$ cat src/rtl/io_sched_pkg.sv
// Shared types and sizes for the IO scheduler and its posted-write buffer.
package io_pkg;

  localparam int ADDR_W      = 23;
  localparam int DATA_W      = 16;
  localparam int WPOST_DEPTH = 2;

  typedef enum logic [1:0] {
    S_IDLE  = 2'd0,
    S_ISSUE = 2'd1,
    S_WAIT  = 2'd2,
    S_RECOV = 2'd3
  } state_e;

  typedef struct packed {
    logic [ADDR_W-1:0] a;
    logic [DATA_W-1:0] d;
    logic              lds;
    logic              uds;
  } wpost_ent_t;

endpackage

$ cat src/rtl/io_sched_if.sv
// CPU request port and IO bus slave port of the scheduler, one bundle.
interface io_sched_if;
  import io_pkg::*;

  logic              CPUREQ;
  logic              CPURW;
  logic              CPULDS;
  logic              CPUUDS;
  logic [ADDR_W-1:0] CPUA;
  logic [DATA_W-1:0] CPUD;
  logic              CPUACK;
  logic [DATA_W-1:0] CPUQ;

  logic              IOREQ;
  logic              IORW;
  logic              IOLDS;
  logic              IOUDS;
  logic [ADDR_W-1:0] IOA;
  logic [DATA_W-1:0] IOD;
  logic              IOACT;
  logic              IODONE;
  logic [DATA_W-1:0] IODIN;
  logic              BUSY;

  modport slave (
    input  CPUREQ, CPURW, CPULDS, CPUUDS, CPUA, CPUD,
    input  IOACT, IODONE, IODIN,
    output CPUACK, CPUQ,
    output IOREQ, IORW, IOLDS, IOUDS, IOA, IOD,
    output BUSY
  );

  modport master (
    output CPUREQ, CPURW, CPULDS, CPUUDS, CPUA, CPUD,
    output IOACT, IODONE, IODIN,
    input  CPUACK, CPUQ,
    input  IOREQ, IORW, IOLDS, IOUDS, IOA, IOD,
    input  BUSY
  );

endinterface

$ cat src/rtl/io_wpost_fifo.sv
// Two-entry posted-write FIFO: 1-bit wrapping pointers plus an occupancy count.
module io_wpost_fifo
  import io_pkg::*;
(
  input  logic       clk_i,
  input  logic       rst_ni,
  input  logic       push_i,
  input  logic       pop_i,
  input  wpost_ent_t din_i,
  output wpost_ent_t dout_o,
  output logic [1:0] count_o,
  output logic       full_o
);

  wpost_ent_t mem_q [WPOST_DEPTH];
  logic       wp_q, wp_d;
  logic       rp_q, rp_d;
  logic [1:0] cnt_q, cnt_d;
  logic       do_push, do_pop;

  // Full is judged on the registered count, so a same-cycle pop never frees a slot.
  assign full_o  = (cnt_q == 2'(WPOST_DEPTH));
  assign do_push = push_i & ~full_o;
  assign do_pop  = pop_i & (cnt_q != 2'd0);

  always_comb begin
    wp_d  = wp_q ^ do_push;
    rp_d  = rp_q ^ do_pop;
    cnt_d = cnt_q + {1'b0, do_push} - {1'b0, do_pop};
  end

  always_ff @(posedge clk_i) begin
    if (!rst_ni) begin
      wp_q  <= 1'b0;
      rp_q  <= 1'b0;
      cnt_q <= 2'd0;
    end else begin
      wp_q  <= wp_d;
      rp_q  <= rp_d;
      cnt_q <= cnt_d;
    end
  end

  always_ff @(posedge clk_i) begin
    if (do_push) mem_q[wp_q] <= din_i;
  end

  assign dout_o  = mem_q[rp_q];
  assign count_o = cnt_q;

endmodule

$ cat src/rtl/io_sched.sv
// Schedules CPU IO requests onto the IO bus slave port, one cycle at a time.
// Define IOSCHED_WRPOST_EN to post writes through a 2-entry buffer.
module io_sched
  import io_pkg::*;
(
  input  logic      C16M,
  input  logic      nRES,
  io_sched_if.slave bus
);

`ifdef IOSCHED_WRPOST_EN
  localparam bit WRPOST = 1'b1;
`else
  localparam bit WRPOST = 1'b0;
`endif

  state_e            state_q, state_d;
  logic              ioreq_q, ioreq_d;
  logic              iorw_q, iorw_d;
  logic              iolds_q, iolds_d;
  logic              iouds_q, iouds_d;
  logic [ADDR_W-1:0] ioa_q, ioa_d;
  logic [DATA_W-1:0] iod_q, iod_d;
  logic [DATA_W-1:0] cpuq_q, cpuq_d;
  logic              cpuack_q, cpuack_d;
  logic              ackd_q, ackd_d;
  logic              src_cpu_q, src_cpu_d;

  logic              new_req;
  logic              direct_ok;
  logic              buf_nempty;

  assign new_req   = bus.CPUREQ & ~ackd_q;
  // With posting enabled only reads go direct, and only once the buffer has drained.
  assign direct_ok = WRPOST ? bus.CPURW : 1'b1;

`ifdef IOSCHED_WRPOST_EN
  logic [1:0] buf_cnt;
  logic       buf_full, buf_push, buf_pop;
  wpost_ent_t buf_head, buf_din;

  assign buf_din    = '{a: bus.CPUA, d: bus.CPUD, lds: bus.CPULDS, uds: bus.CPUUDS};
  assign buf_nempty = (buf_cnt != 2'd0);

  io_wpost_fifo u_wpost (
    .clk_i   (C16M),
    .rst_ni  (nRES),
    .push_i  (buf_push),
    .pop_i   (buf_pop),
    .din_i   (buf_din),
    .dout_o  (buf_head),
    .count_o (buf_cnt),
    .full_o  (buf_full)
  );
`else
  assign buf_nempty = 1'b0;
`endif

  always_comb begin
    state_d   = state_q;
    ioreq_d   = ioreq_q;
    iorw_d    = iorw_q;
    iolds_d   = iolds_q;
    iouds_d   = iouds_q;
    ioa_d     = ioa_q;
    iod_d     = iod_q;
    cpuq_d    = cpuq_q;
    src_cpu_d = src_cpu_q;
    cpuack_d  = 1'b0;
    ackd_d    = bus.CPUREQ ? ackd_q : 1'b0;
`ifdef IOSCHED_WRPOST_EN
    buf_push  = 1'b0;
    buf_pop   = 1'b0;
`endif

    case (state_q)
      S_IDLE: begin
        if (!bus.IOACT) begin
`ifdef IOSCHED_WRPOST_EN
          // Buffered writes drain first so a read never overtakes them.
          if (buf_nempty) begin
            state_d   = S_ISSUE;
            ioreq_d   = 1'b1;
            iorw_d    = 1'b0;
            ioa_d     = buf_head.a;
            iod_d     = buf_head.d;
            iolds_d   = buf_head.lds;
            iouds_d   = buf_head.uds;
            src_cpu_d = 1'b0;
          end else
`endif
          if (new_req && direct_ok) begin
            state_d   = S_ISSUE;
            ioreq_d   = 1'b1;
            iorw_d    = bus.CPURW;
            ioa_d     = bus.CPUA;
            iod_d     = bus.CPUD;
            iolds_d   = bus.CPULDS;
            iouds_d   = bus.CPUUDS;
            src_cpu_d = 1'b1;
          end
        end
      end
      S_ISSUE: begin
        if (bus.IOACT) state_d = S_WAIT;
      end
      S_WAIT: begin
        if (bus.IODONE) begin
          state_d = S_RECOV;
          ioreq_d = 1'b0;
          iolds_d = 1'b0;
          iouds_d = 1'b0;
          if (src_cpu_q) begin
            cpuack_d = 1'b1;
            if (iorw_q) cpuq_d = bus.IODIN;
          end
`ifdef IOSCHED_WRPOST_EN
          // The entry stays resident until its IO cycle terminates.
          else buf_pop = 1'b1;
`endif
        end
      end
      S_RECOV: begin
        if (!bus.IOACT) state_d = S_IDLE;
      end
      default: state_d = S_IDLE;
    endcase

`ifdef IOSCHED_WRPOST_EN
    if (new_req && !bus.CPURW && !buf_full) begin
      buf_push = 1'b1;
      cpuack_d = 1'b1;
    end
`endif

    // ACKD rises with the pulse itself so the held request is never re-taken.
    if (cpuack_d) ackd_d = 1'b1;
  end

  always_ff @(posedge C16M) begin
    if (!nRES) begin
      state_q   <= S_IDLE;
      ioreq_q   <= 1'b0;
      iorw_q    <= 1'b1;
      iolds_q   <= 1'b0;
      iouds_q   <= 1'b0;
      ioa_q     <= '0;
      iod_q     <= '0;
      cpuq_q    <= '0;
      cpuack_q  <= 1'b0;
      ackd_q    <= 1'b0;
      src_cpu_q <= 1'b0;
    end else begin
      state_q   <= state_d;
      ioreq_q   <= ioreq_d;
      iorw_q    <= iorw_d;
      iolds_q   <= iolds_d;
      iouds_q   <= iouds_d;
      ioa_q     <= ioa_d;
      iod_q     <= iod_d;
      cpuq_q    <= cpuq_d;
      cpuack_q  <= cpuack_d;
      ackd_q    <= ackd_d;
      src_cpu_q <= src_cpu_d;
    end
  end

  assign bus.IOREQ  = ioreq_q;
  assign bus.IORW   = iorw_q;
  assign bus.IOLDS  = iolds_q;
  assign bus.IOUDS  = iouds_q;
  assign bus.IOA    = ioa_q;
  assign bus.IOD    = iod_q;
  assign bus.CPUACK = cpuack_q;
  assign bus.CPUQ   = cpuq_q;
  assign bus.BUSY   = (state_q != S_IDLE) | buf_nempty | new_req;

endmodule

$ cat src/flat_wrapper.sv
// flat-port wrapper written by rule: the top's interface ports become plain ports
module io_sched_flat import io_pkg::*;
  (C16M, nRES, bus_CPUREQ, bus_CPURW, bus_CPULDS, bus_CPUUDS, bus_CPUA, bus_CPUD, bus_IOACT, bus_IODONE, bus_IODIN, bus_CPUACK, bus_CPUQ, bus_IOREQ, bus_IORW, bus_IOLDS, bus_IOUDS, bus_IOA, bus_IOD, bus_BUSY);
  io_sched_if bus_i ();
  input  logic C16M;
  input  logic nRES;
  input wire logic [$bits(bus_i.CPUREQ)-1:0] bus_CPUREQ;
  input wire logic [$bits(bus_i.CPURW)-1:0] bus_CPURW;
  input wire logic [$bits(bus_i.CPULDS)-1:0] bus_CPULDS;
  input wire logic [$bits(bus_i.CPUUDS)-1:0] bus_CPUUDS;
  input wire logic [$bits(bus_i.CPUA)-1:0] bus_CPUA;
  input wire logic [$bits(bus_i.CPUD)-1:0] bus_CPUD;
  input wire logic [$bits(bus_i.IOACT)-1:0] bus_IOACT;
  input wire logic [$bits(bus_i.IODONE)-1:0] bus_IODONE;
  input wire logic [$bits(bus_i.IODIN)-1:0] bus_IODIN;
  output wire logic [$bits(bus_i.CPUACK)-1:0] bus_CPUACK;
  output wire logic [$bits(bus_i.CPUQ)-1:0] bus_CPUQ;
  output wire logic [$bits(bus_i.IOREQ)-1:0] bus_IOREQ;
  output wire logic [$bits(bus_i.IORW)-1:0] bus_IORW;
  output wire logic [$bits(bus_i.IOLDS)-1:0] bus_IOLDS;
  output wire logic [$bits(bus_i.IOUDS)-1:0] bus_IOUDS;
  output wire logic [$bits(bus_i.IOA)-1:0] bus_IOA;
  output wire logic [$bits(bus_i.IOD)-1:0] bus_IOD;
  output wire logic [$bits(bus_i.BUSY)-1:0] bus_BUSY;
  assign bus_i.CPUREQ = bus_CPUREQ;
  assign bus_i.CPURW = bus_CPURW;
  assign bus_i.CPULDS = bus_CPULDS;
  assign bus_i.CPUUDS = bus_CPUUDS;
  assign bus_i.CPUA = bus_CPUA;
  assign bus_i.CPUD = bus_CPUD;
  assign bus_i.IOACT = bus_IOACT;
  assign bus_i.IODONE = bus_IODONE;
  assign bus_i.IODIN = bus_IODIN;
  assign bus_CPUACK = bus_i.CPUACK;
  assign bus_CPUQ = bus_i.CPUQ;
  assign bus_IOREQ = bus_i.IOREQ;
  assign bus_IORW = bus_i.IORW;
  assign bus_IOLDS = bus_i.IOLDS;
  assign bus_IOUDS = bus_i.IOUDS;
  assign bus_IOA = bus_i.IOA;
  assign bus_IOD = bus_i.IOD;
  assign bus_BUSY = bus_i.BUSY;
  io_sched u_core (.C16M(C16M), .nRES(nRES), .bus(bus_i));
endmodule
$ cat config.mk
export PLATFORM = sky130hd
export DESIGN_NAME = io_sched_flat
export DESIGN_NICKNAME = d
export VERILOG_FILES = /design/src/rtl/io_sched_pkg.sv /design/src/rtl/io_sched_if.sv /design/src/rtl/io_wpost_fifo.sv /design/src/rtl/io_sched.sv /design/src/flat_wrapper.sv
export SDC_FILE = /design/constraint.sdc
export NUM_CORES = 1
export LEC_CHECK = 0
export CELL_PAD_IN_SITES_DETAIL_PLACEMENT = 1
export CELL_PAD_IN_SITES_GLOBAL_PLACEMENT = 2
export CORE_MARGIN = 5
export CORE_UTILIZATION = 19
export CTS_CLUSTER_DIAMETER = 40
export DETAILED_ROUTE_END_ITERATION = 8
export PLACE_DENSITY = 0.78
export SLEW_MARGIN = 25
export SYNTH_ARGS = -nofsm -noshare
export SYNTH_HDL_FRONTEND = slang
export SYNTH_SLANG_ARGS = --single-unit
$ cat constraint.sdc
create_clock -name C16M -period 1.5 [get_ports C16M]
set_input_delay 0.225 -clock C16M [delete_from_list [all_inputs] [get_ports C16M]]
set_output_delay 0.225 -clock C16M [all_outputs]
set_load 0.01 [all_outputs]
# Word-level counts from Yosys, hierarchy flattened
# Index checks and enable logic that the tools add are counted.
word_totals:
  regBits: 64
  input_bits: 63
  word_cells: 52
op_classes:
  n_eq_ne: 9
  n_mux: 21
  bitwise: 4
  n_reduce_logical: 7
op_table:
  columns: ["op", "count"]
  rows:
  - ["1-bit 2-to-1 mux", 12]
  - ["2-bit 2-to-1 mux", 5]
  - ["2-bit != test (second input constant)", 4]
  - ["2-bit case mux with 4 select lines", 1]
  - ["4-bit AND reduction", 2]
  - ["1-bit case mux with 2 select lines", 3]
  - ["5-bit AND reduction", 1]
  - ["2-bit equality test (second input constant)", 2]
  - ["2-bit by 1-bit != test with 1-bit output (second input constant)", 2]
  - ["2-bit nonzero test", 2]
  - ["3-bit AND reduction", 1]
  - ["2-bit by 1-bit equality test with 1-bit output (second input constant)", 1]
  - ["2-bit logical NOT", 1]
  - ["1-bit inverter", 2]
  - ["1-bit AND", 1]
  - ["1-bit bitwise OR", 1]

# Longest topological paths before layout
# Gate-level depths: netlist of the first run.
depth:
  depth_word: 5
  mapped_depth: 8

# Least setup slack after synthesis of the first run
# Ideal clock, no wire load.
synth_timing:
  path_kind: "flip-flop to flip-flop"
  start: "reg u_core.state_q[0]"
  end: "reg u_core.cpuq_q[0], in the netlist u_core.bus.CPUQ[0]"
  setup_time_ns: 0.076
  t_arrival_ns: 1.417
  required_ns: 1.424
  setup_slack_ns: 0.008
  path_stages_with_launch: 8
  cell_sequence: "dfxtp_1 -> inv_1 -> ha_1 -> buf_2 -> nand4_1 -> clkbuf_1 -> nand2_1 -> a21boi_0"
synth_between:
  elab_chain_len: 2
synth_lines:
  columns: ["element", "line", "text"]
  rows:
  - ["start: declaration", "io_sched.sv:17", "state_e state_q, state_d;"]
  - ["start signal: assignment", "io_sched.sv:154", "state_q <= state_d;"]
  - ["2-bit equality test", "io_sched.sv:76", "case (state_q)"]
  - ["4-bit AND reduction (no line)", null, null]
  - ["end signal: assignment", "io_sched.sv:161", "cpuq_q <= cpuq_d;"]
  - ["end: declaration", "io_sched.sv:24", "logic [DATA_W-1:0] cpuq_q, cpuq_d;"]
# No other way between the ends.
# A chain may end at the register's enable or synchronous reset.

# Worst setup path after layout of the first run
layout_timing:
  start: "reg u_core.iouds_q, in the netlist u_core.bus.IOUDS"
  end: "out bus_IOUDS"
layout_rtl:
  columns: ["element", "line", "text"]
  rows:
  - ["start: declaration", "io_sched.sv:21", "logic iouds_q, iouds_d;"]
  - ["start signal: assignment", "io_sched.sv:158", "iouds_q <= iouds_d;"]
  - ["end: declaration", "flat_wrapper.sv:21", "output wire logic [$bits(bus_i.IOUDS)-1:0] bus_IOUDS;"]
# No word-level cell between the ends.

==> out/qor.csv, run 1 <==
metric;value;unit
worst vdd ir;0.402;mV
via count of the first global-routing pass;2596;
static leakage;1.57;nW
RSZ-0062 raised after global routing;yes;
Non-Filler Instances;595;
EDFF count, synth;0;
Ports;124;
CTS tree;yes;
kind of critical path;flop to output port;
register area;1280;um^2
CP top delay family;buffers and inverters;
Starting Density;19.5;%
final setup violating endpoints;0;
post-layout min period;1.45;ns
Clock power frac;36.4;%
Placed Area;4000;um^2
die width;124;um
max-slew violations;0;
Sw Ratio;27.0;%
Reg-to-Reg End;u_core.bus.IOD[14]$_SDFFE_PN0P_;
WHS;0.253;ns
Netlist cell types;27;
Core Area;12700;um^2
switching pwr;1.47;mW
clock root cell;clkbuf_16;
clk buf depth;2;
Hold Vio Cnt, Final;0;
R2R depth;7;
P_int;3.97;mW
Area contributors post-synth;dfxtp_1, nand2_1, a21boi_0;
syn_area_per_cell;8.58;um^2
required time of the worst setup path;1.27;ns
CP Capture Type;output port;
worst path cell trace;clkdlybuf4s50_1;
Final period util;96.9;%
status;complete, no violations;
Async SR Flop Fraction;0;%
worst min path class;input pin to flop;
gr ovfl total;0;
H-tree depth;3;
Synth Flop Type;dfxtp_1;
Fin Setup TNS;0;ns
first-pass GRT wire length;12600;um
Avg WL per Cell;14.3;um
CP endpoint;bus_IOUDS;
Vert. Die Dim;124;um
sequential area share after synthesis;51.9;%
cell area after synthesis;2470;um^2
highest-delay cell along the critical path;clkdlybuf4s50_1;
Levels on crit path;1;
post-synthesis register bit count;64;
f_max;0.688;GHz
clk sinks;64;
die area;15400;um^2
Vias/cell;4.11;
crit start category;flop;
Post-Place Cells;579;
DRT iter0 DRCs;68;
Antenna Cells;0;
worst rel slew slack;77.8;%
DP HPWL;5880;um
clk_lat worst skew;0.33;ns
number of fill cells in the layout;1480;
ANT nets after route;0;
CTS buffer count;9;
All-Layer GR Usage;10.7;%
port bufs;123;
post-route DRC violation count;0;
clock transition at the registers of the reported paths;0.05;ns
worst-margin pin slew;0.333;ns
worst path arrival time;1.23;ns
initial antenna violation count;0;
Multi-input gate area;1130;um^2
Worst path max stage delay;0.55;ns
Area growth syn-to-layout;77.3;%
Pwr Total;5.44;mW
post-synth top area share;51.9;%
Logic pwr share;27.4;%
Vias;2444;
largest net degree at the start of global routing;31;
worst-case clock skew;0.00381;ns
row count;41;
Synth area leader;dfxtp_1;
sequential share of power;36.2;%
PwrDens;1240;nW/um^2
max_cap viols;0;
Max FO, Critical Path;2;
share of cells above drive strength 1;10.4;%
Mapped Nets;355;
Mapped Cells;288;
launch point of the worst reg-to-reg path;u_core.state_q[0]$_SDFFE_PN0P_;
top-count cell post-synth;nand2_1;
WL final;8500;um
worst path buffer plus inverter count;1;
fin area;4380;um^2
First-pass DRT Iterations;4;
reg2reg setup slack;0.07;ns
routability congestion estimate from global placement;0.666;
NumNets Final;488;
yosys warns;0;
most frequent cells after synthesis;nand2_1, dfxtp_1, a21boi_0;
crit path launch;u_core.bus.IOUDS$_SDFFE_PN0P_;
worst min path at each step:
stage / end / from / cells after the start
2_1_floorplan: u_core.bus.IORW$_SDFFE_PN1P_ / bus_CPURW / 2
3_3_place_gp: u_core.bus.IOA[20]$_SDFFE_PN0P_ / u_core.bus.IOA[20]$_SDFFE_PN0P_ / 2
3_5_place_dp: u_core.bus.IOLDS$_SDFFE_PN0P_ / u_core.bus.IOLDS$_SDFFE_PN0P_ / 2
4_1_cts: u_core.bus.IORW$_SDFFE_PN1P_ / nRES / 2
5_1_grt: u_core.bus.IORW$_SDFFE_PN1P_ / nRES / 2
6_report: u_core.bus.IORW$_SDFFE_PN1P_ / nRES / 2
worst register-to-register path, cell delays in order (launching register included):
cell	delay, ns
dfxtp_1	0.31
inv_2	0.07
ha_2	0.20
buf_4	0.16
nand4bb_4	0.21
buf_12	0.21
nand2_1	0.07
a21boi_0	0.08
through the flow:
step                util (%)  worst slack, ns
detailed placement      31.6           -0.242
CTS                     33.7           0.0212
global route            34.6         -0.00771
floorplan                  -          0.00782
global placement        31.6           -0.233
finish                  34.6           0.0459
logic make-up after synthesis:
kind of cell	after synthesis	synth area share [%]
multiplexers	2	0.861
adder cells (fa/ha/maj)	4	2.03
buffers and inverters	23	3.95
flip-flops	64	51.9
AO/OA/AOI/OAI	65	19.4
AND/OR/NAND/NOR	130	21.9
registers in the layout, summed over array words and instances, names as in the netlist:
name               cells
u_core.bus.IOUDS       1
u_core.bus.IOREQ       1
u_core.state_q         2
u_core.bus.IOLDS       1
u_core.bus.IOD        16
u_core.bus.CPUQ       16
u_core.src_cpu_q       1
u_core.bus.IOA        23
u_core.ackd_q          1
u_core.bus.CPUACK      1
u_core.bus.IORW        1
cells in the final DEF, fill, tap and decap left out, drive strengths merged:
master	count
clkdlybuf4s50	119
nand2	117
dfxtp	64
a21boi	55
buf	19
clkbuf	15
o21ai	4
ha	4
inv	3
nor2b	2
nand4b	2
and4	2
and4bb	1
nand4bb	1
nand4	1
or3b	1
mux2	1
a211o	1
o31ai	1
a21oi	1
nor2	1
a211oi	1
o21a	1
nand3b	1
nand3	1
a32oi	1
mux2i	1
dlygate4sd2	1
dlymetal6s2s	1
routing by layer:
layer	share of wire [%]	vias to the layer above	track usage (%)
met3	7.0	12	3.32
li1	-	1207	-
met4	2.3	0	5.75
met2	44	83	16.7
met5	0	-	0
met1	47	1142	13.2
what timing repair did:
action / in CTS / in global routing
cloned: 0 / 3
setup buffers: 0 / 0
pin swaps: 0 / 1
resized for setup: 5 / 21
setup endpoints to repair: 2 / 55
hold buffers: 0 / 0
power by group through the flow:
stage / Sequential (mW) / Combinational, mW / Clock [mW]
after floorplan: 2.06 / 0.511 / 0
after detailed placement: 2.00 / 1.38 / 0
after CTS: 1.96 / 1.37 / 2.06
after global placement: 1.99 / 1.35 / 0
after global routing: 1.99 / 1.63 / 2.15
final: 1.97 / 1.49 / 1.98
final cells by class:
cell class / instances / area share (%)
well taps: 172 / 4.92
repair buffers: 142 / 33.4
clock buffers: 13 / 6.40
flip-flops and latches: 64 / 29.3
inverters: 3 / 0.257
multi-input cells: 201 / 25.8
No activity file was read; power rests on OpenSTA's default activity.
==> inputs of run 2 (changes only) <==
Settings changed: TNS_END_PERCENT set to 10.
==> run 2 against run 1 <==
  * Global-route usage is the same
  * Maximum frequency is essentially flat
  * Non-clock buffer count shrank 1
  * Combinational power shrank 3%
  * Final cell count shrank 0.17%
  * Hold slack is essentially flat
  * Wire length shrank 1.2%
  * Register-to-register slack is essentially flat
  * Worst setup slack is essentially flat
  * Sequential share of layout area grew 0.13 points
  * Clock skew is essentially flat
  * Critical endpoint unchanged
==> out/qor.csv, run 2 (synthesized netlist as in run 1, its figures left out) <==
metric;value;unit
CP Capture Type;output port;
sequential share of power;36.4;%
clk_lat worst skew;0.33;ns
gr ovfl total;0;
DRT iter0 DRCs;75;
Vias;2455;
RSZ-0062 raised after global routing;yes;
worst path arrival time;1.23;ns
number of fill cells in the layout;1484;
Starting Density;19.5;%
required time of the worst setup path;1.27;ns
clk buf depth;2;
clock root cell;clkbuf_16;
First-pass DRT Iterations;4;
Avg WL per Cell;14.1;um
row count;41;
most common cell after layout, fill and taps aside;clkdlybuf4s50_1;
worst rel slew slack;77.9;%
share of cells above drive strength 1;9.48;%
worst-margin pin slew;0.332;ns
die area;15400;um^2
Core Area;12700;um^2
crit start category;flop;
Ports;124;
setup ws final;0.0462;ns
WL final;8400;um
Hold Vio Cnt, Final;0;
status;complete, no violations;
P_int;3.94;mW
All-Layer GR Usage;10.7;%
post-layout min period;1.45;ns
die width;124;um
Max FO, Critical Path;2;
clk sinks;64;
worst vdd ir;0.402;mV
CTS tree;yes;
worst min path class;input pin to flop;
Vias/cell;4.13;
HP Start;nRES;
CP top delay family;buffers and inverters;
WHS;0.253;ns
via count of the first global-routing pass;2596;
Pwr Total;5.40;mW
Vert. Die Dim;124;um
worst-case clock skew;0.00419;ns
post-route DRC violation count;0;
Clock power frac;36.7;%
port bufs;123;
crit path launch;u_core.bus.IOUDS$_SDFFE_PN0P_;
kind of critical path;flop to output port;
switching pwr;1.45;mW
initial antenna violation count;0;
PwrDens;1240;nW/um^2
clock transition at the registers of the reported paths;0.05;ns
NumNets Final;487;
final setup violating endpoints;0;
ANT nets after route;0;
highest-delay cell along the critical path;clkdlybuf4s50_1;
largest net degree at the start of global routing;31;
Antenna Cells;0;
Area growth syn-to-layout;76.3;%
max-slew violations;0;
worst path cell trace;clkdlybuf4s50_1;
DP HPWL;5880;um
Logic pwr share;27.0;%
H-tree depth;3;
most frequent cells in the layout;clkdlybuf4s50_1, nand2_1, dfxtp_1, a21boi_0, buf_4;
Final period util;96.9;%
worst path buffer plus inverter count;1;
fin area;4350;um^2
first-pass GRT wire length;12600;um
routability congestion estimate from global placement;0.666;
Sw Ratio;26.9;%
max FFs per register;23;
max_cap viols;0;
Worst path max stage delay;0.55;ns
CTS buffer count;9;
Setup Buffers After CTS;0;
pre-CTS setup slack;-0.242;ns
launch point of the worst reg-to-reg path;u_core.state_q[1]$_SDFFE_PN0P_;
static leakage;1.56;nW
f_max;0.688;GHz
Placed Area;4000;um^2
## run 2: cell count changes in the layout (fill, tap and decap cells not counted)
cell      previous run  this run
buf_6                3         0
buf_4               10        12
inv_1                1         3
inv_2                2         0
a21boi_0            47        46
a21boi_1             8         9
dfxtp_1             63        64
dfxtp_2              1         0
mux2_2               0         1
mux2_4               1         0
## run 2: layer usage
metal | up-vias | GRT usage (%) | routed length [um]
met5 | - | 0 | 0
met4 | 0 | 5.75 | 193
met3 | 13 | 3.32 | 613
met2 | 88 | 16.7 | 3670
met1 | 1150 | 13.2 | 3920
li1 | 1204 | - | -
## run 2: path summary, 6_finish.rpt
| kind | to | slack, ns | cells after the start |
|---|---|---|---|
| max | bus_IOUDS | 0.05 | 1 |
| min | u_core.bus.IORW$_SDFFE_PN1P_ | 0.25 | 2 |
| max reg2reg | u_core.state_q[1]$_SDFFE_PN0P_ | 0.06 | 6 |
| min reg2reg | u_core.bus.IOD[11]$_SDFFE_PN0P_ | 0.46 | 2 |
## run 2: cell type report
cell class	count	area (um^2)	share of cell area (%)
tap	172	215	4.94
timing repair buffer	141	1440	33.1
multi-input combinational	201	1120	25.8
clock buffer	13	280	6.44
sequential	64	1280	29.4
inverter	3	11.3	0.259
## run 2: power groups by stage
stage	sequential [mW]	clock [mW]	combinational (mW)
2_1_floorplan	2.06	0	0.511
3_3_place_gp	1.99	0	1.35
3_5_place_dp	2.00	0	1.38
4_1_cts	1.96	2.06	1.37
5_1_grt	1.99	2.15	1.59
6_report	1.96	1.98	1.45
## run 2: per-stage QoR
step | utilization [%] | TNS (ns) | std cells
6_report | 34.4 | 0 | 594
5_1_grt | 34.4 | -0.149 | 594
4_1_cts | 33.7 | 0 | 592
3_5_place_dp | 31.6 | -8.34 | 579
3_3_place_gp | 31.6 | -6.71 | 579
2_1_floorplan | - | 0 | 288
## run 2: repair_timing
| action | 4_1_cts | 5_1_grt |
|---|---|---|
| endpoints found under the setup margin | 2 | 55 |
| pin swaps | 0 | 3 |
| cloned | 0 | 2 |
| hold buffers | 0 | 0 |
| resized for setup | 5 | 16 |
